[src/rtl/des_key_sched_if.sv]
// Bus between the top level / DES core and the DES key schedule: key load
// strobe with key and mode, round-index read port, and schedule status.
interface des_key_sched_if;
  logic [63:0] key_in;
  logic        mode_in;
  logic        key_en;
  logic [3:0]  rd_idx;
  logic [47:0] subkey_out;
  logic        key_ready;
  logic        busy;
  logic        parity_err;

  modport master (
    output key_in, mode_in, key_en, rd_idx,
    input  subkey_out, key_ready, busy, parity_err
  );

  modport slave (
    input  key_in, mode_in, key_en, rd_idx,
    output subkey_out, key_ready, busy, parity_err
  );
endinterface

[src/rtl/des_key_sched.sv]
// DES key schedule: PC-1 on load, one PC-2 subkey per clk2x cycle into a 16x48
// register file, mode-aware registered read port. Optional KEY_PARITY_CHK_EN.
module des_key_sched #(
  parameter int NUM_ROUNDS = 16,
  parameter int SUBKEY_W   = 48
) (
  input  logic           clk2x,
  input  logic           srst,
  des_key_sched_if.slave bus
);

  localparam int IDX_W = $clog2(NUM_ROUNDS);

  typedef enum logic [1:0] {IDLE, GEN, DONE} state_e;

  // Permutation tables in DES numbering (bit 1 = MSB of the source word).
  localparam int PC1 [56] = '{
    57, 49, 41, 33, 25, 17,  9,
     1, 58, 50, 42, 34, 26, 18,
    10,  2, 59, 51, 43, 35, 27,
    19, 11,  3, 60, 52, 44, 36,
    63, 55, 47, 39, 31, 23, 15,
     7, 62, 54, 46, 38, 30, 22,
    14,  6, 61, 53, 45, 37, 29,
    21, 13,  5, 28, 20, 12,  4
  };

  localparam int PC2 [48] = '{
    14, 17, 11, 24,  1,  5,
     3, 28, 15,  6, 21, 10,
    23, 19, 12,  4, 26,  8,
    16,  7, 27, 20, 13,  2,
    41, 52, 31, 37, 47, 55,
    30, 40, 51, 45, 33, 48,
    44, 49, 39, 56, 34, 53,
    46, 42, 50, 36, 29, 32
  };

  function automatic logic [55:0] pc1(input logic [63:0] k);
    logic [55:0] r;
    for (int i = 0; i < 56; i++) r[55-i] = k[64-PC1[i]];
    return r;
  endfunction

  function automatic logic [SUBKEY_W-1:0] pc2(input logic [55:0] cd);
    logic [SUBKEY_W-1:0] r;
    for (int i = 0; i < SUBKEY_W; i++) r[SUBKEY_W-1-i] = cd[56-PC2[i]];
    return r;
  endfunction

  state_e              state_q, state_d;
  logic [IDX_W-1:0]    cnt_q, cnt_d;
  logic [27:0]         c_q, c_d, d_q, d_d, c_rot, d_rot;
  logic                mode_q, mode_d;
  logic [SUBKEY_W-1:0] subkey_out_q, subkey_out_d;
  logic [SUBKEY_W-1:0] rf_q [NUM_ROUNDS];
  logic                rf_we;
  logic [SUBKEY_W-1:0] rf_wdata;
  logic [IDX_W-1:0]    eff_idx;
  logic                shift1;

  // NOTE: every always_comb output gets a default first so no path can infer a latch.
  always_comb begin
    state_d  = state_q;
    cnt_d    = cnt_q;
    c_d      = c_q;
    d_d      = d_q;
    mode_d   = mode_q;
    rf_we    = 1'b0;

    shift1   = (cnt_q == 4'd0) || (cnt_q == 4'd1) || (cnt_q == 4'd8) || (cnt_q == 4'd15);
    c_rot    = shift1 ? {c_q[26:0], c_q[27]} : {c_q[25:0], c_q[27:26]};
    d_rot    = shift1 ? {d_q[26:0], d_q[27]} : {d_q[25:0], d_q[27:26]};
    rf_wdata = pc2({c_rot, d_rot});

    if (bus.key_en) begin
      // A load always wins, so a restart never mixes subkeys of two keys.
      {c_d, d_d} = pc1(bus.key_in);
      mode_d     = bus.mode_in;
      cnt_d      = '0;
      state_d    = GEN;
    end else if (state_q == GEN) begin
      c_d   = c_rot;
      d_d   = d_rot;
      rf_we = 1'b1;
      if (cnt_q == IDX_W'(NUM_ROUNDS - 1)) state_d = DONE;
      else                                 cnt_d   = cnt_q + 1'b1;
    end
  end

  always_comb begin
    eff_idx      = mode_q ? (4'd15 - bus.rd_idx) : bus.rd_idx;
    subkey_out_d = (state_q == DONE) ? rf_q[eff_idx] : '0;
  end

  // NOTE: sequential state uses non-blocking assignments so every flop samples pre-edge values.
  always_ff @(posedge clk2x) begin
    if (!srst) begin
      state_q      <= IDLE;
      cnt_q        <= '0;
      subkey_out_q <= '0;
    end else begin
      state_q      <= state_d;
      cnt_q        <= cnt_d;
      subkey_out_q <= subkey_out_d;
    end
  end

  // NOTE: the register file and C/D/mode are not reset; key_ready gates every use of them.
  always_ff @(posedge clk2x) begin
    c_q    <= c_d;
    d_q    <= d_d;
    mode_q <= mode_d;
    if (rf_we) rf_q[cnt_q] <= rf_wdata;
  end

  assign bus.subkey_out = subkey_out_q;
  assign bus.key_ready  = (state_q == DONE);
  assign bus.busy       = (state_q == GEN);

`ifdef KEY_PARITY_CHK_EN
  logic parity_err_q, parity_err_d;

  // DES wants odd parity in every byte; any even byte flags the key (advisory only).
  always_comb begin
    parity_err_d = parity_err_q;
    if (bus.key_en) begin
      parity_err_d = 1'b0;
      for (int b = 0; b < 8; b++) begin
        if (!(^bus.key_in[8*b +: 8])) parity_err_d = 1'b1;
      end
    end
  end

  always_ff @(posedge clk2x) begin
    if (!srst) parity_err_q <= 1'b0;
    else       parity_err_q <= parity_err_d;
  end

  assign bus.parity_err = parity_err_q;
`else
  assign bus.parity_err = 1'b0;
`endif

endmodule

[src/flat_wrapper.sv]
// flat-port wrapper written by rule: the top's interface ports become plain ports
module des_key_sched_flat 
#(
  parameter int NUM_ROUNDS = 16,
  parameter int SUBKEY_W   = 48
)
  (clk2x, srst, bus_key_in, bus_mode_in, bus_key_en, bus_rd_idx, bus_subkey_out, bus_key_ready, bus_busy, bus_parity_err);
  des_key_sched_if bus_i ();
  input  logic clk2x;
  input  logic srst;
  input wire logic [$bits(bus_i.key_in)-1:0] bus_key_in;
  input wire logic [$bits(bus_i.mode_in)-1:0] bus_mode_in;
  input wire logic [$bits(bus_i.key_en)-1:0] bus_key_en;
  input wire logic [$bits(bus_i.rd_idx)-1:0] bus_rd_idx;
  output wire logic [$bits(bus_i.subkey_out)-1:0] bus_subkey_out;
  output wire logic [$bits(bus_i.key_ready)-1:0] bus_key_ready;
  output wire logic [$bits(bus_i.busy)-1:0] bus_busy;
  output wire logic [$bits(bus_i.parity_err)-1:0] bus_parity_err;
  assign bus_i.key_in = bus_key_in;
  assign bus_i.mode_in = bus_mode_in;
  assign bus_i.key_en = bus_key_en;
  assign bus_i.rd_idx = bus_rd_idx;
  assign bus_subkey_out = bus_i.subkey_out;
  assign bus_key_ready = bus_i.key_ready;
  assign bus_busy = bus_i.busy;
  assign bus_parity_err = bus_i.parity_err;
  des_key_sched #(.NUM_ROUNDS(NUM_ROUNDS), .SUBKEY_W(SUBKEY_W)) u_core (.clk2x(clk2x), .srst(srst), .bus(bus_i));
endmodule
[config.mk]
export PLATFORM = sky130hd
export DESIGN_NAME = des_key_sched_flat
export DESIGN_NICKNAME = d
export VERILOG_FILES = /design/src/rtl/des_key_sched_if.sv /design/src/rtl/des_key_sched.sv /design/src/flat_wrapper.sv
export SDC_FILE = /design/constraint.sdc
export NUM_CORES = 1
export LEC_CHECK = 0
export ABC_CLOCK_PERIOD_IN_PS = 10300
export CAP_MARGIN = 30
export CORE_ASPECT_RATIO = 1.25
export CORE_MARGIN = 3
export CORE_UTILIZATION = 50
export CTS_CLUSTER_SIZE = 25
export DETAILED_ROUTE_END_ITERATION = 8
export PLACE_DENSITY = 0.67
export SETUP_SLACK_MARGIN = 0.5
export SKIP_CTS_REPAIR_TIMING = 1
export SYNTH_ARGS = -nofsm -noshare
export SYNTH_HDL_FRONTEND = slang
export SYNTH_SLANG_ARGS = --single-unit
[constraint.sdc]
create_clock -name clk2x -period 10.3 [get_ports clk2x]
set_input_delay 2.06 -clock clk2x [delete_from_list [all_inputs] [get_ports clk2x]]
set_output_delay 2.06 -clock clk2x [all_outputs]
set_load 0.02 [all_outputs]
==> flow_metrics.py, run 1 <==
metrics = {
    "sta": {
        "finalClockSkew_ns": 0.0305,
        "hold_violation_count_in_the_final_report": 0,
        "period_needed_ns": 4.84,
        "timing_worst_slew_pin_value_ns": 1.03,
        "grt_setup_unrepaired": "false",
        "final-setup-viol-count": 0,
        "highest_clock_rate_mhz": 207,
        "worst_slack_ns": 5.46,
        "setup_tns_ns": 0,
        "timing.max_slew.rel_slack": 0.315,
        "slew_violations": 0,
        "period_share": 0.470,
    },
    "placement": {
        "pre_cts_slack_ns": 4.88,
        "post_dp_cell_area_mm2": 0.0386,
        "io_buffer_count": 113,
        "detailed_place_hpwl_mm": 48.5,
        "routabilityCongestion": 0.757,
    },
    "yosys": {
        "synth_cells": 2494,
        "yosysSeqAreaShare": 0.705,
        "synth.top_cell.area_share": 0.675,
        "synth_area_per_cell_um2": 14.7,
        "netlist_area_pre_place_mm2": 0.0367,
        "synth_fp_nets": 2570,
        "ys_top_cells_by_area": "sky130_fd_sc_hd__edfxtp_1 68%, sky130_fd_sc_hd__a221oi_1 6.7%, sky130_fd_sc_hd__mux2i_1 4.1%, sky130_fd_sc_hd__dfxtp_1 2.9%, sky130_fd_sc_hd__mux2_2 2.9%",
        "synth_cell_type_count": 38,
        "synth_top_cell_by_area": "sky130_fd_sc_hd__edfxtp_1",
        "post_synthesis_register_bit_count": 879,
        "synthesis.yosys.warnings": 0,
    },
    "drt": {
        "totalWireLength_mm": 99.7,
        "routedWlPerCell_um": 28.1,
        "wl_met2_mm": 47.8,
        "wl_met3_mm": 9.72,
        "route.detailed.drc": 0,
        "maxUsedRoutingLayer": "met4",
        "drt_first_iter_violations": 2863,
        "route.layer.met1.wl_mm": 38.7,
        "detail_route.first_pass.iterations": 6,
        "ant_nets": 0,
        "route.detailed.vias_per_inst": 6.77,
        "dr_total_vias": 24000,
    },
    "finish": {
        "finalInstanceArea_mm2": 0.0415,
        "area_growth_syn_to_layout_pct": 13.2,
        "antenna_cells_inserted": 0,
        "nets": 2597,
        "post_route_cells_drive_above_1_share": 0.121,
        "nFillCells": 5546,
    },
    "pwr": {
        "p_per_area_mw_per_mm2": 194,
        "irDropWorstVdd_uv": 120,
        "p_leak_nw": 13.4,
    },
    "worst_setup_path": {
        "critical_path.startpoint_type": "input port",
        "required_time_of_the_worst_setup_path_ns": 10.72,
        "crit_slowest_cell": "sky130_fd_sc_hd__clkdlybuf4s50_1",
        "crit_fanout": 37,
        "crit_path_end_kind": "flop",
        "crit_path_frequent_cell": "sky130_fd_sc_hd__buf_4",
        "worstPathArrival_ns": 5.26,
        "critical_path.max_stage_delay_ns": 0.68,
        "worstPathCellList": "clkdlybuf4s50_1 > nor2b_4 > buf_4 > or2_2 > buf_4 > o21ai_0 > o21ai_1 > o22ai_1",
        "setup.worst_path.class": "in -> reg",
    },
    "grt": {
        "grt_max_degree": 193,
        "antenna_found_initial": 0,
        "vias_in_the_first_global_route": 24000,
        "wire_length_of_the_first_global_routing_pass_mm": 146,
        "globalRouteOverflowTotal": 0,
        "global_route_usage_over_all_layers": 0.255,
    },
    "floorplan": {
        "dieWidth_um": 248,
        "die_area_mm2": 0.0767,
        "chipHeight_um": 309,
        "floorplan.core_area_mm2": 0.0724,
        "std_cell_rows": 110,
        "number_of_top_level_pins": 123,
        "initial_core_util": 0.507,
    },
    "cts": {
        "clock_tree.buffer_depth": 3,
        "cts-root-buf": "sky130_fd_sc_hd__clkbuf_16",
        "cts_tree": "built",
        "cts.sinks": 879,
        "cts_inserted_buffers": 85,
        "clock_insertion_delay_worst_skew_ns": 0.64,
        "clkSlewWorstSetupHoldPaths_ns": 0.06,
        "htree_levels": 3,
    },
    "flow_run": {
        "number_of_max_capacitance_violations_reported": 0,
    },
    "outcome": {
        "status": "finished clean",
    },
    "min_path": {
        "worstHoldPathType": "reg -> reg",
    },
}
[metal layers]
metal / up-vias / track usage
li1: 10200 / -
met1: 12200 / 0.345
met2: 1408 / 0.416
met3: 233 / 0.0421
met4: 0 / 0.0996
met5: - / 0
[flip-flops by register name, indices dropped and copies added (netlist names)]
| signal | flops |
|---|---|
| u_core.state_q | 2 |
| u_core.rf_q | 768 |
| u_core.c_q | 28 |
| u_core.cnt_q | 4 |
| u_core.mode_q | 1 |
| u_core.bus.subkey_out | 48 |
| u_core.d_q | 28 |
[power by group]
| group | internal (mW) | switching, mW | leakage (nW) | total, mW |
|---|---|---|---|---|
| Combinational | 0.240 | 0.519 | 4.11 | 0.760 |
| Sequential | 4.05 | 0.0235 | 7.93 | 4.07 |
| Clock | 1.90 | 1.31 | 1.39 | 3.21 |
| Total | 6.19 | 1.86 | 13.4 | 8.05 |
[cell type report]
cell class	count	area [µm²]	area share
Sequential cell	879	25900	0.623
Clock inverter	43	490	0.0118
Clock buffer	114	2380	0.0574
Timing Repair Buffer	163	1720	0.0414
Multi-Input combinational cell	1388	9850	0.237
Tap cell	952	1190	0.0287
Inverter	4	20.0	0.000482
[through the flow]
step,util,instances,total power [mW],hold slack [ns]
6_report,0.573,3543,8.05,0.510
5_1_grt,0.573,3543,8.27,0.554
4_1_cts,0.573,3543,8.07,0.511
3_5_place_dp,0.534,3386,4.90,0.498
3_3_place_gp,0.530,3377,4.87,0.487
2_1_floorplan,-,2494,4.67,0.455
[layout by cell type, fill, tap and decap left out, drive strengths merged, types with 52 or more instances in the layout]
cell and count:
edfxtp 825, a221oi 290, nor2 210, o21ai 155
mux2i 151, o22ai 143, nand2 117, clkbuf 114
clkdlybuf4s50 111, mux2 96, a22oi 94, dfxtp 54
a21oi 53, buf 52
[critical path: cells and delay by family]
kind / cells / cell delay (ns)
buffers and inverters: 3 / 1.80
AOI/OAI and AO/OA: 3 / 0.61
and+or+nand+nor: 2 / 0.75
[synth_stat cells, drive strengths merged]
cell type	n
nor2	210
conb	1
a41oi	1
clkbuf	92
nor2b	5
ha	4
or2	2
and2	1
mux2i	151
o21ai	155
a22oi	94
nand2	117
mux2	96
a221oi	290
or3	1
xnor2	3
buf	131
nand3	4
nor3	4
edfxtp	825
o22ai	143
xor2	2
inv	4
a21oi	53
dfxtp	54
nand2b	2
o31ai	48
and3	1
[worst paths after layout]
| path | from | end | slack (ns) | depth (start not counted) |
|---|---|---|---|---|
| setup / recovery | bus_rd_idx[1] | u_core.bus.subkey_out[24] | 5.46 | 8 |
| hold / removal | u_core.state_q[1] | u_core.state_q[1] | 0.51 | 2 |
| setup reg to reg | u_core.mode_q | u_core.bus.subkey_out[24] | 6.58 | 7 |
| hold reg to reg | u_core.state_q[1] | u_core.state_q[1] | 0.51 | 2 |
[kinds of logic (layout without fill, tap and decap cells)]
family / after synthesis / in the layout / share of synthesized area
AND/OR/NAND/NOR: 347 / 347 / 0.0370
other: 1 / 1 / 0.000102
AO/OA/AOI/OAI: 784 / 784 / 0.153
flip-flops: 879 / 879 / 0.705
buffers and inverters: 227 / 324 / 0.0316
XOR/XNOR: 5 / 5 / 0.00140
adder cells (fa/ha/maj): 4 / 4 / 0.00136
multiplexers: 247 / 247 / 0.0707
(Power assumes the default switching activity.)
==> inputs of run 2 (changes only) <==
Settings changed: ABC_CLOCK_PERIOD_IN_PS 10300 to 4100, PLACE_DENSITY 0.67 to 0.7.
Clock period 10.3 ns to 4.1 ns, I/O delays scaled along.
==> run 2 against run 1 <==
Against the previous run: die area unchanged; critical path type is now reg -> reg; clock power increased by 150%; worst hold slack got worse by 0.0079 ns; sequential share of layout area decreased by 0.47 points.
==> flow_metrics.py, run 2 (synthesis gave the netlist of run 1 again) <==
metrics = {
    "outcome": {
        "status": "finished clean",
    },
    "drt": {
        "drt_first_iter_violations": 3271,
        "ant_nets": 0,
        "routedWlPerCell_um": 27.8,
        "totalWireLength_mm": 99.3,
        "route.detailed.drc": 0,
        "detail_route.first_pass.iterations": 6,
        "route.detailed.vias_per_inst": 6.78,
        "dr_total_vias": 24200,
    },
    "finish": {
        "antenna_cells_inserted": 0,
        "largest_register": "u_core.rf_q",
        "instances_no_fill": 3567,
        "post_route_cells_drive_above_1_share": 0.128,
        "area_growth_syn_to_layout_pct": 14.0,
        "largest_reg_flops": 768,
        "nets": 2621,
        "mostFrequentLayoutCells": "825 x sky130_fd_sc_hd__edfxtp_1, 280 x sky130_fd_sc_hd__a221oi_1, 195 x sky130_fd_sc_hd__nor2_1",
        "fin_util": 0.578,
        "mostFrequentLayoutCell": "sky130_fd_sc_hd__edfxtp_1",
    },
    "sta": {
        "timing.max_slew.rel_slack": 0.315,
        "grt_setup_unrepaired": "false",
        "slew_violations": 0,
        "period_share": 0.730,
        "setup_tns_ns": 0,
        "final-setup-viol-count": 0,
        "finalClockSkew_ns": 0.0248,
        "highest_clock_rate_mhz": 334,
        "period_needed_ns": 3.00,
        "hold_violation_count_in_the_final_report": 0,
        "timing_worst_slew_pin_value_ns": 1.03,
    },
    "floorplan": {
        "die_area_mm2": 0.0767,
        "number_of_top_level_pins": 123,
        "floorplan.core_area_mm2": 0.0724,
        "chipHeight_um": 309,
        "initial_core_util": 0.507,
        "std_cell_rows": 110,
        "dieWidth_um": 248,
    },
    "pwr": {
        "cell_internal_pwr_mw": 15.4,
        "power.share.clock": 0.392,
        "comb_power_share": 0.098,
        "p_leak_nw": 13.6,
        "pwr-share-seq": 0.510,
        "irDropWorstVdd_uv": 319,
        "switching_share": 0.233,
        "power_switching_mw": 4.67,
        "p_per_area_mw_per_mm2": 480,
    },
    "grt": {
        "global_route_usage_over_all_layers": 0.257,
        "antenna_found_initial": 1,
        "globalRouteOverflowTotal": 0,
        "grt_max_degree": 105,
        "wire_length_of_the_first_global_routing_pass_mm": 147,
        "vias_in_the_first_global_route": 24100,
    },
    "worst_setup_path": {
        "critical_path.startpoint_type": "flop",
        "required_time_of_the_worst_setup_path_ns": 4.48,
        "crit_path_end_kind": "flop",
        "crit_fanout": 31,
        "setup.worst_path.class": "reg -> reg",
        "worstPathArrival_ns": 3.38,
    },
    "placement": {
        "detailed_place_hpwl_mm": 51.8,
        "io_buffer_count": 113,
        "routabilityCongestion": 0.770,
        "dpl.cell_count": 3410,
    },
    "cts": {
        "cts-root-buf": "sky130_fd_sc_hd__clkbuf_16",
        "htree_levels": 3,
        "cts_tree": "built",
        "clock_insertion_delay_worst_skew_ns": 0.65,
        "cts.sinks": 879,
        "clkSlewWorstSetupHoldPaths_ns": 0.06,
        "cts_inserted_buffers": 85,
        "clock_tree.buffer_depth": 3,
    },
    "min_path": {
        "worstHoldPathType": "reg -> reg",
    },
    "flow_run": {
        "number_of_max_capacitance_violations_reported": 0,
    },
}
==> run 2: worst max-delay path: stages (launching register included) <==
cell and delay, ns:
sky130_fd_sc_hd__dfxtp_1 0.76, sky130_fd_sc_hd__nand3_1 0.33, sky130_fd_sc_hd__o21ai_4 0.21, sky130_fd_sc_hd__buf_4 0.50, sky130_fd_sc_hd__mux2_2 0.57, sky130_fd_sc_hd__mux2_2 0.33
==> run 2: path summary, 6_finish.rpt <==
kind	from	endpoint	slack [ns]	cells after the start
worst min register to register	u_core.state_q[1]	u_core.state_q[1]	0.50	2
worst min-delay path	u_core.state_q[1]	u_core.state_q[1]	0.50	2
worst max-delay path	u_core.cnt_q[2]	u_core.c_q[14]	1.10	5
worst max register to register	u_core.cnt_q[2]	u_core.c_q[14]	1.10	5
==> run 2: final cells by class <==
class / count / area (µm²)
clock inverters: 47 / 522
repair buffers: 187 / 2100
clock buffers: 110 / 2260
multi-input cells: 1388 / 9880
flip-flops and latches: 879 / 25900
inverters: 4 / 20.0
well taps: 952 / 1190
fillers: 5462 / 30600
==> run 2: stage by stage <==
step                      hold WS (ns)  total power [mW]  setup slack [ns]  instance area [µm²]
after floorplan                  0.455              11.7             0.388                36700
after global placement           0.477              12.3             0.786                39000
after detailed placement         0.495              12.4             0.737                39000
after CTS                        0.505              20.1              1.12                41800
after global routing             0.580              20.7              1.02                41800
final                            0.503              20.1              1.10                41800
==> run 2: per-layer routing <==
| metal | GRT usage | wire, µm | vias up |
|---|---|---|---|
| met5 | 0 | 20 | - |
| met4 | 0.108 | 3480 | 2 |
| met3 | 0.0366 | 9450 | 236 |
| met2 | 0.419 | 47900 | 1478 |
| met1 | 0.349 | 38400 | 12200 |
| li1 | - | - | 10200 |
==> run 2: power by group through the flow <==
stage,combinational (mW),clock (mW),sequential (mW)
after floorplan,1.32,0,10.4
after global placement,1.87,0,10.4
after detailed placement,1.94,0,10.4
after CTS,1.95,7.96,10.2
after global routing,2.11,8.31,10.2
final,1.97,7.88,10.2
